### src/rtl/reg_file_pkg.sv
// Shared types and defaults for the parametrised register file.
// Optional feature macro used by reg_file_multi: REG_FILE_WR_BYPASS_EN
// (same-cycle write-through forwarding onto the read ports).
package reg_file_pkg;

    // Bulk-clear sequencer states.
    typedef enum logic [0:0] {
        IDLE  = 1'b0,
        CLRNG = 1'b1
    } clr_state_t;

    // Default geometry: 8 registers of 8 bits.
    localparam int DATA_W_DEF = 8;
    localparam int ADDR_W_DEF = 3;

    // Value loaded by reset and by the clear sequence.
    localparam logic [DATA_W_DEF-1:0] CLR_VAL_DEF = 8'h00;

endpackage : reg_file_pkg

### src/rtl/reg_file_clr_seq.sv
// Bulk-clear sequencer: walks a counter over every register index, one per
// cycle, while asserting BUSY; writes arriving during the walk are discarded
// and reported with a registered one-cycle drop pulse.
import reg_file_pkg::*;

module reg_file_clr_seq #(
    parameter int ADDR_W = ADDR_W_DEF
) (
    input  logic              clk,
    input  logic              rst_n,
    input  logic              clear,
    input  logic              write,
    output logic              busy,
    output logic              wr_drop,
    output logic              clr_we,
    output logic [ADDR_W-1:0] clr_idx,
    output logic              wr_en
);

    localparam logic [ADDR_W-1:0] LAST_IDX = {ADDR_W{1'b1}};
    localparam logic [ADDR_W-1:0] ONE      = {{(ADDR_W-1){1'b0}}, 1'b1};

    clr_state_t        state_r;
    clr_state_t        state_nx_s;
    logic [ADDR_W-1:0] cnt_r;
    logic [ADDR_W-1:0] cnt_nx_s;
    logic              busy_r;
    logic              busy_nx_s;
    logic              drop_r;
    logic              drop_nx_s;

    // State, counter and status flag registers.
    always_ff @(posedge clk or negedge rst_n) begin
        if (!rst_n) begin
            state_r <= IDLE;
            cnt_r   <= {ADDR_W{1'b0}};
            busy_r  <= 1'b0;
            drop_r  <= 1'b0;
        end else begin
            state_r <= state_nx_s;
            cnt_r   <= cnt_nx_s;
            busy_r  <= busy_nx_s;
            drop_r  <= drop_nx_s;
        end
    end

    // Next-state logic: start on CLEAR in IDLE, step the index every cycle
    // in CLRNG and return to IDLE on the edge that clears the last index.
    always_comb begin
        state_nx_s = state_r;
        cnt_nx_s   = cnt_r;
        drop_nx_s  = 1'b0;
        case (state_r)
            IDLE: begin
                if (clear) begin
                    state_nx_s = CLRNG;
                    cnt_nx_s   = {ADDR_W{1'b0}};
                end else begin
                    state_nx_s = IDLE;
                    cnt_nx_s   = cnt_r;
                end
            end
            CLRNG: begin
                // CLEAR is ignored here; WRITE is discarded and flagged.
                drop_nx_s = write;
                cnt_nx_s  = cnt_r + ONE;
                if (cnt_r == LAST_IDX) begin
                    state_nx_s = IDLE;
                end else begin
                    state_nx_s = CLRNG;
                end
            end
            default: begin
                state_nx_s = IDLE;
                cnt_nx_s   = {ADDR_W{1'b0}};
            end
        endcase
        busy_nx_s = (state_nx_s == CLRNG);
    end

    assign busy    = busy_r;
    assign wr_drop = drop_r;
    assign clr_we  = (state_r == CLRNG);
    assign clr_idx = cnt_r;
    assign wr_en   = write && (state_r == IDLE);

endmodule : reg_file_clr_seq

### src/rtl/reg_file_multi.sv
// Parametrised register file: DATA_W x 2**ADDR_W storage, one synchronous
// write port, two combinational read ports and a sequenced bulk clear.
// Optional macro REG_FILE_WR_BYPASS_EN forwards IN to a read port that
// addresses the register being written in the same IDLE cycle.
import reg_file_pkg::*;

module reg_file_multi #(
    parameter int                DATA_W  = DATA_W_DEF,
    parameter int                ADDR_W  = ADDR_W_DEF,
    parameter logic [DATA_W-1:0] CLR_VAL = DATA_W'(CLR_VAL_DEF)
) (
    input  logic              CLK,
    input  logic              RESET_N,
    input  logic [DATA_W-1:0] IN,
    input  logic [ADDR_W-1:0] INADDRESS,
    input  logic              WRITE,
    input  logic [ADDR_W-1:0] OUT1ADDRESS,
    input  logic [ADDR_W-1:0] OUT2ADDRESS,
    output logic [DATA_W-1:0] OUT1,
    output logic [DATA_W-1:0] OUT2,
    input  logic              CLEAR,
    output logic              BUSY,
    output logic              WR_DROP
);

    localparam int DEPTH = 2 ** ADDR_W;

    logic [DATA_W-1:0] regs_r [DEPTH];
    logic              clr_we_s;
    logic [ADDR_W-1:0] clr_idx_s;
    logic              wr_en_s;

    reg_file_clr_seq #(
        .ADDR_W (ADDR_W)
    ) u_clr_seq (
        .clk     (CLK),
        .rst_n   (RESET_N),
        .clear   (CLEAR),
        .write   (WRITE),
        .busy    (BUSY),
        .wr_drop (WR_DROP),
        .clr_we  (clr_we_s),
        .clr_idx (clr_idx_s),
        .wr_en   (wr_en_s)
    );

    // Storage: clear sequence owns the array in CLRNG, the write port in IDLE.
    always_ff @(posedge CLK or negedge RESET_N) begin
        if (!RESET_N) begin
            for (int i = 0; i < DEPTH; i++) begin
                regs_r[i] <= CLR_VAL;
            end
        end else if (clr_we_s) begin
            regs_r[clr_idx_s] <= CLR_VAL;
        end else if (wr_en_s) begin
            regs_r[INADDRESS] <= IN;
        end else begin
            regs_r <= regs_r;
        end
    end

`ifdef REG_FILE_WR_BYPASS_EN
    // Read muxes with write-through forwarding (wr_en_s is only true in IDLE).
    always_comb begin
        OUT1 = regs_r[OUT1ADDRESS];
        OUT2 = regs_r[OUT2ADDRESS];
        if (wr_en_s && (INADDRESS == OUT1ADDRESS)) begin
            OUT1 = IN;
        end else begin
            OUT1 = regs_r[OUT1ADDRESS];
        end
        if (wr_en_s && (INADDRESS == OUT2ADDRESS)) begin
            OUT2 = IN;
        end else begin
            OUT2 = regs_r[OUT2ADDRESS];
        end
    end
`else
    // Read muxes: stored contents only.
    always_comb begin
        OUT1 = regs_r[OUT1ADDRESS];
        OUT2 = regs_r[OUT2ADDRESS];
    end
`endif

endmodule : reg_file_multi

### config.mk
export PLATFORM = sky130hd
export DESIGN_NAME = reg_file_multi
export DESIGN_NICKNAME = d
export VERILOG_FILES = /design/src/rtl/reg_file_pkg.sv /design/src/rtl/reg_file_clr_seq.sv /design/src/rtl/reg_file_multi.sv
export SDC_FILE = /design/constraint.sdc
export NUM_CORES = 1
export LEC_CHECK = 0
export CAP_MARGIN = 25
export CORE_MARGIN = 2
export CORE_UTILIZATION = 49
export DETAILED_ROUTE_END_ITERATION = 16
export GPL_TIMING_DRIVEN = 0
export PLACE_DENSITY_LB_ADDON = 0.05
export SYNTH_ARGS = -nofsm -noshare
export SYNTH_HDL_FRONTEND = slang
export SYNTH_SLANG_ARGS = --single-unit
### constraint.sdc
create_clock -name CLK -period 1.6 [get_ports CLK]
set_clock_uncertainty 0.2 [all_clocks]
set_input_delay 0.24 -clock CLK [delete_from_list [all_inputs] [get_ports CLK]]
set_output_delay 0.24 -clock CLK [all_outputs]
set_load 0.02 [all_outputs]
# After elaboration in Yosys (flattened, before gate mapping)
# Index checks and enable logic that the tools add are counted.
# op_classes
n_mux	19
order_cmp	6
n_addsub	1
eq_ne	2
n_reduce_logical	4
bitwise	7
# ops
cell	n
64-bit 2-to-1 mux	2
64-bit bitwise AND	1
64-bit bitwise mux	1
64-bit inverter	1
8-bit binary-select mux with 3-bit select	2
8-bit demux with 3-bit select	2
8-bit 2-to-1 mux	6
4-bit >= comparator, second input constant	4
3-bit inverter with 4-bit output	4
4-bit by 1-bit < comparator with 1-bit output, second input constant	2
3-bit one-hot mux with 2 select lines	1
3-bit by 1-bit adder with 3-bit output, second input constant	1
3-bit equality test, second input constant	1
1-bit logical AND	3
1-bit 2-to-1 mux	3
3-bit 2-to-1 mux	1
2-bit inequality test, second input constant	1
1-bit one-hot mux with 2 select lines	1
2-bit nonzero test	1
1-bit inverter	1
# word_totals
inputBits	21
output_inout_bits	18
word_cells	50
ff_bits	69

# Longest topological paths before layout
# depth
word_depth	8
mapped_depth	5
mapped_depth_nobuf	4

# Modules after synthesis
# From an unflattened synthesis, not the netlist that was laid out.
# hier_totals
cells_unflattened	310
area_unflattened_um2	4081.4
# modules_own_cells
module	instances	seq_area_each_um2	cells_per_inst	area_each_um2
reg_file_multi	1	1601.5	292	3837.4
reg_file_clr_seq	1	125.1	18	244.0

# Worst setup path before layout
# No wires, ideal clock.
# synth_timing
kind	register to register
from	register u_clr_seq.state_r (netlist: u_clr_seq.clr_we)
to	register regs_r[10] (netlist name)
setup_time_ns	0.079
slack_ns	-0.188
period_less_slack_ns	1.788
arrival_ns	1.509
path_stages_with_launch	6
path_buffers	2
required_ns	1.321
path_cell_list	dfrtp_1 > buf_2 > nor3b_1 > and3_1 > buf_4 > mux2i_1
# synth_via
elab_chain_cells	3
elab_cells_between_ends	4
cone_classes	mux (1); bitwise (1); reduce/logical (2)
# synth_rtl
element	line_no	text
start, declared	reg_file_clr_seq.sv:23	clr_state_t state_r;
start signal, assigned	reg_file_clr_seq.sv:40	state_r <= state_nx_s;
1-bit inverter	--	
1-bit logical AND	reg_file_clr_seq.sv:85	assign wr_en = write && (state_r == IDLE);
2-bit nonzero test (no line)	--	
end signal, assigned	reg_file_multi.sv:58	regs_r <= regs_r;
end, declared	reg_file_multi.sv:28	logic [DATA_W-1:0] regs_r [DEPTH];
# Parallel ways exist; a longest one is shown, timed or not.
# A chain may end at the register's enable or synchronous reset.

# Worst setup path in the final report
# layout_timing
from	register regs_r[20] (netlist name)
to	output OUT1[4]
# layout_via
elab_chain_cells	3
# layout_rtl
element	line_no	text
8-bit binary-select mux with 3-bit select	reg_file_multi.sv:81	OUT1 = regs_r[OUT1ADDRESS];
8-bit 2-to-1 mux (not written as such) (2 in series)	reg_file_multi.sv:81	
end, declared	reg_file_multi.sv:19	output logic [DATA_W-1:0] OUT1,
# No other way between the ends. The select of a mux whose other input is x is not followed.

==> flow_summary.toml <==
[die]
coreArea_um2 = 8090
die_h_um = 94.9
boundaryPins = 39
start_util_pct = 50.0
num_rows = 33
dieArea_um2 = 9000
die_x_um = 94.9

[clock_tree]
clkSinkCount = 69
clk_pin_slew_worst_paths_ps = 80
cts_buffer_depth = 2
cts_root_buf = "clkbuf_8"
cts_tree = "done"
worstSkewPairLatency_ps = 350
htreeDepth = 3
numCtsBuffers = 9

[sta]
worst_pin_slew_ps = 738
finalHoldViolCount = 0
min_period_ps = 2140
slew_headroom_pct = 50.8
period_share_pct = 134
grt_setup_unrepaired = "true"
setup_ws_ps = -542
setup_violations = 51
slew_violations = 0
max_freq_ghz = 0.467
tns_ps = -10940

[yosys]
synth_common_cells = "69 x dfrtp_1, 67 x nand2_1, 65 x mux2i_1, 30 x mux4_1, 16 x mux2_2"
ys_ff_latch = 69
async_flop_share_pct = 100
syn_area_per_cell_um2 = 13.0
yosysWarnings = 0
seq_area_frac_synth_pct = 42.7
muxShareOfSynthArea_pct = 41.1
syn_nets = 334
synth.cell_area_um2 = 4050
synth_top_area_share_pct = 42.7
yosys.area_share.simple_pct = 10.6
synth_fa_ha_area_share_pct = 0.618
yosys.cell_types.count = 28
synthXorXnorAreaFrac_pct = 0
synth_top_family_by_area = "multiplexers"
synth.most_common_cell = "dfrtp_1"
synth-edff-count = 0
synth_top_cell_by_area = "dfrtp_1"
syn_inst = 311
synthTopCellsByArea = "dfrtp_1 43%, mux4_1 19%, mux2i_1 16%, nand2_1 6.2%, mux2_2 4.5%"
yosys_most_used_dff = "dfrtp_1"
synth_compound_area_share_pct = 0.371

[worst_hold_path]
hp-class = "in -> async"

[placement]
gp_congestion = 0.800
io_buffers = 32
place_hpwl_mm = 6.57

[global_route]
grt_overflow = 0
track_usage_pct = 24.1
grt_pass1_vias = 2727
grt_first_pass_wirelength_mm = 15.5
grt_max_degree = 70
antenna_found_initial = 0

[route]
avgRoutedWirePerCell_um = 20.4
detail-route-antenna-nets = 0
drt_pre_antenna_iters = 4
num_vias = 2735
drt_iter0_drc = 126
vias_per_cell = 5.55
drc = 0
finalWirelength_mm = 10.1

[layout]
diodes = 0
fin_nets = 406
synthToLayoutAreaGrowth_pct = 27.0
drive_gt1_share_pct = 39.2

[setup_path]
endpoint_kind = "output port"
path_max_fanout = 3
critPathRequiredTime_ps = 1160
path_class = "reg -> out"
startpoint_type = "register"
arrival_ps = 1700

[power_and_ir_drop]
ir_drop_mv = 0.962
power_uw = 8050
p_leak_uw = 0.00245
power_density_nw_per_um2 = 1570

[run_status]
violations = "setup timing"
status = "finished, violations left"

[flow_run]
maxCapViolCount = 0
[state kept, by name, summed over array words and instances, names as in the netlist]
register	count
u_clr_seq.clr_idx	3
u_clr_seq.clr_we	1
regs_r	64
u_clr_seq.wr_drop	1
[through the flow]
| step | setup slack, ps | instances | utilization [%] | hold WS [ps] | area (µm²) |
|---|---|---|---|---|---|
| final | -542 | 493 | 63.5 | 241 | 5140 |
| after global routing | -566 | 493 | 63.5 | 263 | 5140 |
| after CTS | -535 | 481 | 62.0 | 254 | 5020 |
| after detailed placement | -814 | 449 | 56.9 | 78.1 | 4610 |
| after global placement | -2680 | 448 | 56.6 | 321 | 4580 |
| after floorplan | -103 | 311 | - | -256 | 4130 |
[metal layers]
layer	up-vias	global-route usage, %	part of all wire, %
li1	1264	-	-
met1	1395	35.4	47
met2	69	37.0	47
met3	7	2.95	4.8
met4	0	8.57	0.93
met5	-	0	0
[area by class of cell]
| cell class | instances | area, µm² |
|---|---|---|
| Tap cell | 105 | 131 |
| Fill cell | 663 | 2960 |
| Sequential cell | 69 | 1730 |
| Inverter | 8 | 30.0 |
| Buffer | 20 | 221 |
| Timing Repair Buffer | 66 | 637 |
| Multi-Input combinational cell | 209 | 2180 |
| Clock inverter | 3 | 42.5 |
| Clock buffer | 13 | 169 |
[cell families after synthesis]
group	after synthesis
muxes	113
adders and majority gates	2
and+or+nand+nor	91
buffers and inverters	33
DFF	69
AOI/OAI and AO/OA	3
[final timing paths]
kind | from | to | slack, ps | depth (start not counted)
max | regs_r[20] | OUT1[4] | -540 | 3
min | RESET_N | regs_r[37] | 240 | 3
max reg2reg | u_clr_seq.clr_we | regs_r[19] | -140 | 5
min reg2reg | regs_r[12] | regs_r[12] | 340 | 2
max in group asynchronous | RESET_N | u_clr_seq.clr_idx[0] | 660 | 3
min in group CLK | CLEAR | u_clr_seq.clr_we | 310 | 3
[layout by cell type, fill, tap and decap left out, types with 2 or more instances in the layout]
master,instances
nor3b_2,2
buf_8,2
dfrtp_1,66
nor2_1,2
clkdlybuf4s50_1,13
buf_2,3
nand4b_1,3
nand3b_1,3
clkbuf_2,2
nand4bb_4,2
dlygate4sd2_1,2
mux4_2,32
mux2i_1,64
ha_1,2
mux2_4,16
o21ai_0,2
nand2_1,59
buf_12,5
nand2b_1,3
inv_1,8
nand2_2,9
dfrtp_2,3
buf_1,2
clkbuf_8,12
buf_6,26
buf_4,29
[what timing repair did]
| action | CTS | global route |
|---|---|---|
| gates resized for setup | 135 | 17 |
| endpoints found under the hold margin | 69 | 0 |
| endpoints found under the setup margin | 74 | 81 |
| hold buffers | 1 | 0 |
| buffers inserted | 18 | 14 |
| pin swaps | 5 | 4 |
[report_power, final]
group | internal (µW) | leakage (µW) | switching (µW)
registers | 2390 | 0.000930 | 493
clock network | 847 | 0.000106 | 677
logic | 2080 | 0.00142 | 1560
[worst max-delay path, stage by stage (launching register included)]
cell     delay [ps]
dfrtp_1         390
mux4_2          540
mux2_4          290
buf_6           130
Note: power is estimated with default switching activity, not from simulation.
